`src/rtl/spi_mem_ctrl.sv`:
```
// SPI mode-0 memory controller: issues read (0x03) / write (0x02) of 1, 2 or 4 bytes,
// little-endian, with a programmable SCLK divider and CS setup/hold, all on clk.
module spi_mem_ctrl #(
    parameter int ADDR_W   = 24,
    parameter int CLK_DIV  = 4,
    parameter int CS_SETUP = 5,
    parameter int CS_HOLD  = 8
) (
    input  logic              clk,
    input  logic              rst,
    input  logic              start,
    input  logic              write_en,
    input  logic [1:0]        size,
    input  logic [ADDR_W-1:0] addr,
    input  logic [31:0]       wdata,
    output logic [31:0]       rdata,
    output logic              done,
    output logic              busy,
    output logic              sclk,
    output logic              mosi,
    input  logic              miso,
    output logic              cs
);

    localparam int TX_W    = 8 + ADDR_W + 32;
    localparam int CNT_MAX = (CLK_DIV > CS_SETUP)
                           ? ((CLK_DIV > CS_HOLD) ? CLK_DIV : CS_HOLD)
                           : ((CS_SETUP > CS_HOLD) ? CS_SETUP : CS_HOLD);
    localparam int CNT_W   = $clog2(CNT_MAX + 1);

    typedef enum logic [2:0] {
        S_IDLE,
        S_SETUP,
        S_SHIFT,
        S_HOLD,
        S_DONE
    } state_t;

    state_t            r_state, w_stateNext;
    logic [CNT_W-1:0]  r_cnt, w_cntNext;
    logic [6:0]        r_bitCnt, w_bitCntNext;
    logic [TX_W-1:0]   r_tx, w_txNext, w_txLoad;
    logic [31:0]       r_rx, w_rxNext;
    logic [31:0]       r_rdata, w_rdataNext, w_rdataAsm;
    logic              r_sclk, w_sclkNext;
    logic              r_mosi, w_mosiNext;
    logic              r_cs, w_csNext;
    logic              r_done, w_doneNext;
    logic              r_writeEn, w_writeEnNext;
    logic [1:0]        r_size, w_sizeNext;
    logic              r_abort, w_abortNext;

    function automatic logic [6:0] dataBits(input logic [1:0] s);
        case (s)
            2'd0:    return 7'd8;
            2'd1:    return 7'd16;
            default: return 7'd32;
        endcase
    endfunction

    // Data bytes are placed byte0-first so the MSB-first shifter emits them little-endian.
    assign w_txLoad = {write_en ? 8'h02 : 8'h03, addr,
                       write_en ? {wdata[7:0], wdata[15:8], wdata[23:16], wdata[31:24]} : 32'h0};

    always_comb begin
        w_rdataAsm = 32'h0;
        if (!r_writeEn) begin
            case (r_size)
                2'd0:    w_rdataAsm = {24'h0, r_rx[7:0]};
                2'd1:    w_rdataAsm = {16'h0, r_rx[7:0], r_rx[15:8]};
                default: w_rdataAsm = {r_rx[7:0], r_rx[15:8], r_rx[23:16], r_rx[31:24]};
            endcase
        end
    end

    always_comb begin
        w_stateNext   = r_state;
        w_cntNext     = r_cnt;
        w_bitCntNext  = r_bitCnt;
        w_txNext      = r_tx;
        w_rxNext      = r_rx;
        w_rdataNext   = r_rdata;
        w_sclkNext    = r_sclk;
        w_mosiNext    = r_mosi;
        w_csNext      = r_cs;
        w_doneNext    = 1'b0;
        w_writeEnNext = r_writeEn;
        w_sizeNext    = r_size;
        w_abortNext   = r_abort;

        case (r_state)
            S_IDLE: begin
                if (start) begin
                    w_stateNext   = S_SETUP;
                    w_cntNext     = '0;
                    w_writeEnNext = write_en;
                    w_sizeNext    = size;
                    w_txNext      = w_txLoad;
                    w_bitCntNext  = 7'(8 + ADDR_W - 1) + dataBits(size);
                    w_rxNext      = '0;
                    w_rdataNext   = '0;
                    w_abortNext   = 1'b0;
                    w_csNext      = 1'b0;
                    w_sclkNext    = 1'b0;
                    w_mosiNext    = w_txLoad[TX_W-1];
                end
            end

            S_SETUP: begin
                if (!start) begin
                    w_stateNext = S_HOLD;
                    w_cntNext   = '0;
                    w_sclkNext  = 1'b0;
                    w_mosiNext  = 1'b0;
                    w_abortNext = 1'b1;
                end else if (r_cnt == CNT_W'(CS_SETUP - 1)) begin
                    w_stateNext = S_SHIFT;
                    w_cntNext   = '0;
                end else begin
                    w_cntNext = r_cnt + 1'b1;
                end
            end

            // Rising SCLK samples miso (data phase of reads only); falling SCLK advances mosi.
            S_SHIFT: begin
                if (!start) begin
                    w_stateNext = S_HOLD;
                    w_cntNext   = '0;
                    w_sclkNext  = 1'b0;
                    w_mosiNext  = 1'b0;
                    w_abortNext = 1'b1;
                end else if (r_cnt == CNT_W'(CLK_DIV - 1)) begin
                    w_cntNext = '0;
                    if (!r_sclk) begin
                        w_sclkNext = 1'b1;
                        if (!r_writeEn && (r_bitCnt < dataBits(r_size)))
                            w_rxNext = {r_rx[30:0], miso};
                    end else begin
                        w_sclkNext = 1'b0;
                        if (r_bitCnt == 7'd0) begin
                            w_stateNext = S_HOLD;
                            w_mosiNext  = 1'b0;
                        end else begin
                            w_txNext     = {r_tx[TX_W-2:0], 1'b0};
                            w_mosiNext   = r_tx[TX_W-2];
                            w_bitCntNext = r_bitCnt - 1'b1;
                        end
                    end
                end else begin
                    w_cntNext = r_cnt + 1'b1;
                end
            end

            S_HOLD: begin
                w_abortNext = r_abort | ~start;
                if (r_cnt == CNT_W'(CS_HOLD - 1)) begin
                    w_cntNext = '0;
                    w_csNext  = 1'b1;
                    if (r_abort || !start) begin
                        w_stateNext = S_IDLE;
                    end else begin
                        w_stateNext = S_DONE;
                        w_rdataNext = w_rdataAsm;
                    end
                end else begin
                    w_cntNext = r_cnt + 1'b1;
                end
            end

            S_DONE: begin
                if (start)
                    w_doneNext = 1'b1;
                else
                    w_stateNext = S_IDLE;
            end

            default: w_stateNext = S_IDLE;
        endcase
    end

    always_ff @(posedge clk or posedge rst) begin
        if (rst) begin
            r_state   <= S_IDLE;
            r_cnt     <= '0;
            r_bitCnt  <= '0;
            r_tx      <= '0;
            r_rx      <= '0;
            r_rdata   <= '0;
            r_sclk    <= 1'b0;
            r_mosi    <= 1'b0;
            r_cs      <= 1'b1;
            r_done    <= 1'b0;
            r_writeEn <= 1'b0;
            r_size    <= '0;
            r_abort   <= 1'b0;
        end else begin
            r_state   <= w_stateNext;
            r_cnt     <= w_cntNext;
            r_bitCnt  <= w_bitCntNext;
            r_tx      <= w_txNext;
            r_rx      <= w_rxNext;
            r_rdata   <= w_rdataNext;
            r_sclk    <= w_sclkNext;
            r_mosi    <= w_mosiNext;
            r_cs      <= w_csNext;
            r_done    <= w_doneNext;
            r_writeEn <= w_writeEnNext;
            r_size    <= w_sizeNext;
            r_abort   <= w_abortNext;
        end
    end

    assign rdata = r_rdata;
    assign done  = r_done;
    assign busy  = (r_state == S_SETUP) || (r_state == S_SHIFT) || (r_state == S_HOLD);
    assign sclk  = r_sclk;
    assign mosi  = r_mosi;
    assign cs    = r_cs;

endmodule

```
`config.mk`:
```
export PLATFORM = sky130hd
export DESIGN_NAME = spi_mem_ctrl
export DESIGN_NICKNAME = d
export VERILOG_FILES = /design/src/rtl/spi_mem_ctrl.sv
export SDC_FILE = /design/constraint.sdc
export NUM_CORES = 1
export LEC_CHECK = 0
export BUFFER_PORTS_ARGS = -buffer_cell sky130_fd_sc_hd__clkbuf_2
export CAP_MARGIN = 20
export CORE_MARGIN = 5
export CORE_UTILIZATION = 52
export DETAILED_ROUTE_END_ITERATION = 16
export PLACE_DENSITY = 0.75
export SLEW_MARGIN = 20
export SYNTH_ARGS = -nofsm -noshare
export SYNTH_HDL_FRONTEND = slang
export SYNTH_SLANG_ARGS = --single-unit
```
`constraint.sdc`:
```
create_clock -name clk -period 5.2 [get_ports clk]
set_input_delay 1.04 -clock clk [delete_from_list [all_inputs] [get_ports clk]]
set_output_delay 1.04 -clock clk [all_outputs]
set_load 0.01 [all_outputs]
```
**After elaboration in Yosys (flattened, before gate mapping)**

Index checks and enable logic that the tools add are counted.

- Register bits: 149
- Bits in latches: 0
- Memory bits (writable): 0
- ROM bits: 0
- Bits of input ports: 63
- Output and inout port bits: 37
- Word-level logic and storage cells: 139
- Memories: 0

- Add/sub/neg operators: 3
- Multipliers: 0
- Div/mod/pow operators: 0
- Magnitude comparators: 1
- Equality and inequality tests: 25
- Shifts and indexed selects: 0
- Muxes and demuxes: 69
- Bitwise operators: 2
- Reduce and logical (&&, ||, !) cells: 26

Operators by type and width:

| kind | count |
|---|---|
| $mux 63 | 5 |
| $mux 32 | 9 |
| $pmux 32 s2 | 3 |
| $pmux 63 s2 | 1 |
| $mux 7 | 11 |
| $mux 3 | 10 |
| $mux 4 | 6 |
| $ne 2x2->1 const B | 12 |
| $pmux 6 s2 | 2 |
| $pmux 4 s4 | 1 |
| $mux 1 | 15 |
| $pmux 3 s5 | 1 |
| $pmux 7 s2 | 1 |
| $ne 3x3->1 const B | 4 |
| $reduce_and 6->1 | 2 |
| $pmux 1 s3 | 3 |
| $eq 4x3->1 const B | 2 |
| $reduce_and 4->1 | 2 |
| $add 5x7->7 const A | 1 |
| $logic_not 7->1 | 1 |
| $lt 7x7->1 | 1 |
| $reduce_and 7->1 | 1 |
| $sub 7x1->7 const B | 1 |
| $eq 3x2->1 const B | 2 |
| 20 further kinds | 29 |

**Logic depth before layout (Yosys ltp)**

Gate-level depths: netlist (run 1).

- Depth in word-level cells: 13
- Depth in mapped cells: 9
- Mapped depth without buffers: 6

**Worst setup path before layout (run 1)**

Ideal clock, no wire load.

- Kind: input to register
- Start: input port start
- End: register r_tx[10]
- Library setup time: 0.125 ns
- Arrival time: 2.243 ns
- Data required time: 5.075 ns
- Slack: 2.832 ns
- Cell stages on the path: 5
- Path buffers: 1
- Cell sequence: or3b_4 a211oi_4 nor2_4 buf_6 mux2_4

- Longest elaborated chain between the ends: 2
- Elaborated cells between the ends (all ways): 3
- Classes of those cells: eq/ne (2); reduce/logical (1)

Ends and longest elaborated chain:

| what | line | source |
|---|---|---|
| from (decl) | 11 | `input logic start,` |
| $ne 2x2->1 (no source line) | - |  |
| $reduce_and 6->1 (no source line) * | - |  |
| to (signal assigned) | 200 | `r_tx <= w_txNext;` |
| to (decl) | 42 | `logic [TX_W-1:0] r_tx, w_txNext, w_txLoad;` |

Mark *: on every way between the ends. The rest lies on a longest branch, timed or not.
A chain may end at the register's enable or synchronous reset.

**Worst setup path after layout (run 1)**

- Start: register r_state[2]
- End: register r_rx[22]

- Longest elaborated chain between the ends: 3
- Elaborated cells between the ends (all ways): 10
- Classes of those cells: eq/ne (6); mux (1); reduce/logical (3)

Ends and longest elaborated chain:

| what | line | source |
|---|---|---|
| from (decl) | 39 | `state_t r_state, w_stateNext;` |
| from (signal assigned) | 197 | `r_state <= w_stateNext;` |
| $eq 3x2->1 or $logic_not 3->1 (tied branches) | 91 | `case (r_state)` |
| $ne 2x2->1 (no source line) or $reduce_bool 2->1 (tied branches) | - |  |
| $reduce_and 6->1 (no source line) | - |  |
| to (signal assigned) | 201 | `r_rx <= w_rxNext;` |
| to (decl) | 43 | `logic [31:0] r_rx, w_rxNext;` |

Parallel ways exist; a longest one is shown, timed or not.

==> flow_summary.json, run 1 <==
{
  "status": "finished clean",
  "post_route_cells_drive_above_1_share_pct": 25.1,
  "viasPerCell": 5.58,
  "firstDrtPassIters": 5,
  "multiInputGateArea_sq_um": 3190,
  "timing_max_transition_violations_final": 0,
  "synthesis.area_per_instance_sq_um": 10.6,
  "clock_path_buffers": 2,
  "worst_setup_path_end_kind": "register",
  "worst_setup_path_start_kind": "register",
  "timing.clock.skew_ps": 9.12,
  "synth-warning-count": 0,
  "worstPathCellList": "or3b_2 -> buf_4 -> nand2_2 -> a22o_2 -> a22o_1",
  "synth_top_flop_cell": "sky130_fd_sc_hd__dfrtp_1",
  "yosysSeqAreaShare_pct": 51.2,
  "final-seq-area_sq_um": 3730,
  "path_class": "reg2reg",
  "yosys.cell_types.count": 55,
  "worstPathArrival_ps": 3400,
  "grt_max_degree": 110,
  "post_cts_hold_buffer_count": 0,
  "syn-num-nets": 754,
  "report.final.setup_viol": 0,
  "cts.htree.levels": 4,
  "drc_errors": 0,
  "dieArea_sq_um": 16500,
  "avgRoutedWirePerCell_um": 16.4,
  "boundaryPins": 100,
  "areaGrowthSynthToFinish_pct": 16.5,
  "diodes": 0,
  "synth_enable_flop_cells": 0,
  "holdWs_ps": 488,
  "die_width_um": 128,
  "drt.antenna.violating_nets": 0,
  "synthArstFlopShare_pct": 100,
  "crit_path_max_fanout": 53,
  "finalWirelength_um": 15600,
  "flip_flop_and_latch_count_after_synthesis": 149,
  "floorplan.core_area_sq_um": 13800,
  "timing_hold_violations_final": 0,
  "cts-resized-gates": 0,
  "dp_slack_ps": 1710,
  "first_global_vias": 5367,
  "mappedNetlistArea_sq_um": 7280,
  "power_leakage_nw": 4.39,
  "drt_iter0_drc": 440,
  "worstHoldPathType": "reg2reg",
  "grt_use_total_pct": 19.7,
  "layout_worst_path_cycle_share_pct": 59.4,
  "ir_worst_vdd_mv": 0.321,
  "first_pass_grt_wire_length_um": 26200,
  "clock_tree_from_tritoncts": "yes",
  "initial_cell_density_of_the_core_pct": 52.7,
  "clk_transition_reported_paths_ps": 60,
  "post-cts-setup-buffers": 0,
  "fin_nets": 826,
  "relSlewSlack_pct": 31.6,
  "fmax_mhz": 324,
  "grt_antenna_before_repair": 0,
  "grt_overflow": 0,
  "gpl.final_weighted_congestion": 0.809,
  "finalCriticalPeriod_ps": 3090,
  "die-height_um": 128,
  "timing.critical_path.slowest_cell_delay_ps": 730,
  "core.rowCount": 43,
  "numCtsBuffers": 17,
  "worstSkewPairLatency_ps": 430,
  "filler_cell_count": 1129,
  "port-buffer-count": 99,
  "dr_total_vias": 5303,
  "timing.critical_path.slowest_stage_cell": "sky130_fd_sc_hd__dfrtp_1",
  "clock_tree_root_driver_cell": "sky130_fd_sc_hd__clkbuf_16",
  "dpl.hpwl_um": 10100,
  "grt_setup_unrepaired": "no",
  "postLayoutSetupSlackWorst_ps": 2110,
  "maxCapViolations": 0,
  "worstMarginPinSlew_ps": 1030,
  "tns_ps": 0,
  "clock-sinks": 149,
  "syn-instance-count": 685,
  "cellPowerDensity_nw_per_um2": 544,
  "cp_data_required_time_ps": 5520
}
==> placed cells by master, fill, tap and decap left out, drive strengths merged, types with 2 or more instances in the layout <==
master	instances
clkinvlp	4
nand3	63
nand2b	4
a21bo	2
and4	2
nand2	105
a211oi	3
o2bb2ai	3
a31oi	4
mux2	40
mux2i	56
nor2	12
and3	3
nand3b	4
nor4	5
clkinv	3
clkbuf	118
or3b	2
ha	6
buf	7
a21oi	9
bufinv	4
inv	34
a211o	3
o21ai	34
dfrtp	148
o31ai	4
nor3	12
nor2b	5
nor3b	6
a22o	41
a21o	3
o211ai	8
==> cell usage after synthesis, types with 3 or more instances <==
library cell | instances | share of area (%)
sky130_fd_sc_hd__nand2_1 | 104 | 5.4
sky130_fd_sc_hd__and3_1 | 3 | 0.26
sky130_fd_sc_hd__clkbuf_1 | 16 | 0.82
sky130_fd_sc_hd__dfrtp_1 | 148 | 51
sky130_fd_sc_hd__nand3b_1 | 4 | 0.41
sky130_fd_sc_hd__o21ai_0 | 33 | 2.3
sky130_fd_sc_hd__buf_1 | 8 | 0.41
sky130_fd_sc_hd__nor2b_1 | 5 | 0.43
sky130_fd_sc_hd__mux2i_1 | 56 | 7.7
sky130_fd_sc_hd__a22o_1 | 40 | 4.8
sky130_fd_sc_hd__mux2_4 | 29 | 6.0
sky130_fd_sc_hd__buf_6 | 4 | 0.62
sky130_fd_sc_hd__a211o_1 | 3 | 0.36
sky130_fd_sc_hd__a21oi_1 | 9 | 0.62
sky130_fd_sc_hd__nor2_1 | 11 | 0.57
sky130_fd_sc_hd__nor4_1 | 5 | 0.43
sky130_fd_sc_hd__o211ai_1 | 8 | 0.82
sky130_fd_sc_hd__a21o_1 | 3 | 0.31
sky130_fd_sc_hd__nor3b_1 | 6 | 0.62
sky130_fd_sc_hd__o2bb2ai_1 | 3 | 0.36
sky130_fd_sc_hd__ha_1 | 6 | 1.0
sky130_fd_sc_hd__a31oi_1 | 4 | 0.34
sky130_fd_sc_hd__nand2b_1 | 4 | 0.34
sky130_fd_sc_hd__mux2_2 | 11 | 1.7
sky130_fd_sc_hd__inv_1 | 31 | 1.6
sky130_fd_sc_hd__nand3_1 | 63 | 4.3
sky130_fd_sc_hd__nor3_1 | 11 | 0.76
sky130_fd_sc_hd__o31ai_1 | 4 | 0.41
sky130_fd_sc_hd__buf_2 | 23 | 1.6
==> where the power goes <==
part	switching (mW)	internal (mW)	leakage, nW
combinational	0.820	0.680	2.14
clock	0.506	0.834	0.303
sequential	0.271	1.51	1.94
==> final timing paths <==
check                            from       end  slack, ps  cells past startpoint
setup / recovery           r_state[2]  r_rx[22]       2110                      5
hold / removal               r_tx[59]  r_tx[59]        490                      1
setup reg to reg           r_state[2]  r_rx[22]       2110                      5
hold reg to reg              r_tx[59]  r_tx[59]        490                      1
max in group asynchronous         rst  r_rx[10]       3320                      4
min in group asynchronous         rst   r_tx[6]        640                      2
==> state kept, by name, summed over array words and instances (netlist names) <==
register	flops
r_tx	63
r_rx	32
rdata	32
r_bitCnt	7
r_cnt	4
r_state	3
r_size	2
cs	1
done	1
mosi	1
r_abort	1
r_writeEn	1
sclk	1
==> layout make-up <==
type | instances | area share, %
Clock buffer | 19 | 5.34
Clock inverter | 13 | 2.29
Inverter | 32 | 1.47
Multi-Input combinational cell | 451 | 37.6
Sequential cell | 149 | 44.0
Tap cell | 180 | 2.65
Timing Repair Buffer | 106 | 6.70
==> cells by family after synthesis <==
group	Yosys count	share of synthesized area, %
AOI/OAI and AO/OA	119	11.8
xor gates and xnor gates	1	0.120
adders and majority gates	6	1.03
buffers and inverters	85	5.29
DFF	149	51.2
muxes	96	15.4
and+or+nand+nor	229	15.1
==> per-layer routing <==
layer  part of all wire [%]  wire [um]  GRT usage (%)
met1                     44       6840           25.9
met4                   0.97        152           5.99
met5                      0          0              0
met3                    5.6        878           5.58
met2                     50       7730           32.1
==> metrics by stage <==
stage	util [%]	power (mW)	instances	area [sq um]
final	61.4	4.62	950	8480
after global routing	61.4	4.92	950	8480
after CTS	61.1	4.66	949	8450
after detailed placement	56.4	3.30	917	7800
after global placement	56.4	3.20	917	7800
after floorplan	-	2.94	685	7280
==> worst max-delay path, delay by kind of cell (launching register included) <==
| family | cells | cell delay [ps] |
|---|---|---|
| AND/OR/NAND/NOR | 2 | 770 |
| flip-flops | 1 | 730 |
| AO/OA/AOI/OAI | 2 | 950 |
| buffers and inverters | 1 | 490 |
Note: power is estimated with default switching activity, not from simulation.
==> inputs of run 2 (changes only) <==
--- a/config.mk
+++ b/config.mk
@@ -8,9 +8,9 @@
 export BUFFER_PORTS_ARGS = -buffer_cell sky130_fd_sc_hd__clkbuf_2
 export CAP_MARGIN = 20
 export CORE_MARGIN = 5
-export CORE_UTILIZATION = 52
+export CORE_UTILIZATION = 55
 export DETAILED_ROUTE_END_ITERATION = 16
-export PLACE_DENSITY = 0.75
+export PLACE_DENSITY = 0.76
 export SLEW_MARGIN = 20
 export SYNTH_ARGS = -nofsm -noshare
 export SYNTH_HDL_FRONTEND = slang
==> constraint.sdc (replaced) <==
create_clock -name clk -period 3.2 [get_ports clk]
set_input_delay 0.64 -clock clk [delete_from_list [all_inputs] [get_ports clk]]
set_output_delay 0.64 -clock clk [all_outputs]
set_load 0.01 [all_outputs]
==> run 2 against run 1 <==
Against the previous run: first-iteration DRC count fell by 26%; sequential share of layout area shrank 0.052 points; combinational power up 67%; register-to-register slack worse by 1600 ps; total power up 60%; largest cell class unchanged; clock power up 51%.
==> flow_summary.json, run 2 (same netlist as run 1, synthesis figures left out) <==
{
  "critical_path_buf_inv_count": 1,
  "grt_max_degree": 150,
  "power_leakage_nw": 4.40,
  "mostFrequentLayoutCells": "148 x sky130_fd_sc_hd__dfrtp_1, 104 x sky130_fd_sc_hd__nand2_1, 99 x sky130_fd_sc_hd__clkbuf_2, 63 x sky130_fd_sc_hd__nand3_1, 56 x sky130_fd_sc_hd__mux2i_1",
  "worstPathArrival_ps": 2990,
  "cts.htree.levels": 4,
  "p_switching_mw": 2.61,
  "viasPerCell": 5.63,
  "timing.critical_path.slowest_stage_cell": "sky130_fd_sc_hd__a211o_1",
  "post_dp_cell_area_sq_um": 7880,
  "final-seq-area_sq_um": 3730,
  "diodes": 0,
  "timing.critical_path.slowest_cell_delay_ps": 920,
  "finalWirelength_um": 15600,
  "worstSkewPairLatency_ps": 420,
  "p_seq_share_pct": 38.6,
  "design_power_total_mw": 7.40,
  "drc_errors": 0,
  "multiInputGateArea_sq_um": 3190,
  "report.final.setup_viol": 0,
  "clk_transition_reported_paths_ps": 60,
  "grt_setup_unrepaired": "no",
  "worstMarginPinSlew_ps": 1030,
  "setup.reg_to_reg.worst_slack_ps": 530,
  "die-height_um": 125,
  "internal_power_mw": 4.79,
  "first_global_vias": 5510,
  "clock_tree_root_driver_cell": "sky130_fd_sc_hd__clkbuf_16",
  "areaGrowthSynthToFinish_pct": 16.7,
  "comb_power_share_pct": 33.9,
  "rr_endpoint": "r_bitCnt[3]",
  "path_class": "reg2reg",
  "cp_data_required_time_ps": 3510,
  "power.share.clock_pct": 27.5,
  "clock_path_buffers": 2,
  "layout_commonest_cell": "sky130_fd_sc_hd__dfrtp_1",
  "drt.antenna.violating_nets": 0,
  "clock_tree_from_tritoncts": "yes",
  "first_pass_grt_wire_length_um": 26300,
  "core.rowCount": 42,
  "largest-register": "r_tx",
  "filler_cell_count": 1042,
  "cellPowerDensity_nw_per_um2": 871,
  "timing_max_transition_violations_final": 0,
  "worst_setup_path_end_kind": "register",
  "number_of_flip_flops_under_the_largest_register_name": 63,
  "boundaryPins": 100,
  "finalCriticalPeriod_ps": 2670,
  "fmax_mhz": 374,
  "drt_iter0_drc": 327,
  "crit_path_max_fanout": 32,
  "initial_cell_density_of_the_core_pct": 55.6,
  "gpl.final_weighted_congestion": 0.840,
  "dieArea_sq_um": 15600,
  "ir_worst_vdd_mv": 0.378,
  "dpl.hpwl_um": 9950,
  "avgRoutedWirePerCell_um": 16.3,
  "grt_use_total_pct": 20.1,
  "cts-resized-gates": 0,
  "rr_startpoint": "r_bitCnt[0]",
  "cell_area_after_layout_sq_um": 8490,
  "timing.clock.skew_ps": 12.1,
  "fin_nets": 833,
  "worst-path-stages": 6,
  "holdWs_ps": 384,
  "dr_total_vias": 5369,
  "post_cts_hold_buffer_count": 0,
  "numCtsBuffers": 17,
  "power_switching_share_pct": 35.3,
  "status": "finished clean",
  "timing.critical_path.max_delay_family": "compound AO/OA/AOI/OAI gates",
  "worstHoldPathType": "in2async",
  "layout_worst_path_cycle_share_pct": 83.6,
  "post-cts-setup-buffers": 0,
  "tns_ps": 0,
  "worstPathCellList": "inv_1 -> ha_1 -> nor3b_1 -> a211o_1 -> a21oi_1 -> o22a_1",
  "timing_hold_violations_final": 0,
  "clock-sinks": 149,
  "worst_setup_path_start_kind": "register",
  "post_route_cells_drive_above_1_share_pct": 25.7,
  "grt_overflow": 0,
  "relSlewSlack_pct": 31.1,
  "maxCapViolations": 0,
  "floorplan.core_area_sq_um": 13100,
  "grt_antenna_before_repair": 0,
  "port-buffer-count": 99,
  "die_width_um": 125,
  "worstRegToRegCells": 6,
  "firstDrtPassIters": 5
}
-- run 2: cell count changes in the layout (fill, tap and decap cells not counted) --
cell	before	now
sky130_fd_sc_hd__buf_12	0	2
sky130_fd_sc_hd__buf_16	1	0
sky130_fd_sc_hd__buf_4	6	12
sky130_fd_sc_hd__bufinv_16	4	2
sky130_fd_sc_hd__clkbuf_8	2	1
sky130_fd_sc_hd__clkinv_4	2	3
sky130_fd_sc_hd__inv_8	0	2
-- run 2: worst max path at each step --
stage,from,end,slack [ps]
final,r_bitCnt[0],r_bitCnt[3],530
after CTS,r_bitCnt[0],r_bitCnt[3],540
after detailed placement,r_bitCnt[0],r_bitCnt[3],580
after floorplan,rst,done,690
after global routing,r_bitCnt[0],r_bitCnt[3],320
after global placement,r_bitCnt[0],r_bitCnt[3],660
-- run 2: stage by stage --
step | setup slack (ps) | util (%) | cells
2_1_floorplan | 686 | - | 685
3_3_place_gp | 660 | 60.3 | 921
3_5_place_dp | 579 | 60.3 | 921
4_1_cts | 543 | 64.9 | 953
5_1_grt | 321 | 64.9 | 953
6_report | 526 | 64.9 | 953
-- run 2: worst reg2reg max path, stage by stage, from the launching register on --
cell	delay, ps
sky130_fd_sc_hd__dfrtp_1	380
sky130_fd_sc_hd__inv_1	130
sky130_fd_sc_hd__ha_1	160
sky130_fd_sc_hd__nor3b_1	580
sky130_fd_sc_hd__a211o_1	920
sky130_fd_sc_hd__a21oi_1	180
sky130_fd_sc_hd__o22a_1	230
-- run 2: cell type report --
class / instances / share of cell area [%]
sequential: 149 / 43.9
inverter: 32 / 1.46
tap: 176 / 2.59
timing repair buffer: 113 / 7.36
multi-input combinational: 451 / 37.5
clock inverter: 14 / 1.96
clock buffer: 18 / 5.17
-- run 2: routing by layer --
| layer | part of all wire (%) | wire length, um | up-vias | global-route usage [%] |
|---|---|---|---|---|
| li1 | - | - | 2575 | - |
| met5 | 0 | 0 | - | 0 |
| met1 | 45 | 7070 | 2640 | 26.9 |
| met3 | 4.9 | 767 | 17 | 5.37 |
| met2 | 49 | 7580 | 137 | 32.6 |
| met4 | 0.96 | 149 | 0 | 5.55 |
-- run 2: power groups by stage --
stage	logic [mW]	clock network, mW	registers [mW]
after global placement	2.43	0	2.84
after global routing	2.79	2.15	2.93
after CTS	2.54	2.06	2.85
after detailed placement	2.52	0	2.88
after floorplan	1.97	0	2.81
final	2.51	2.03	2.85
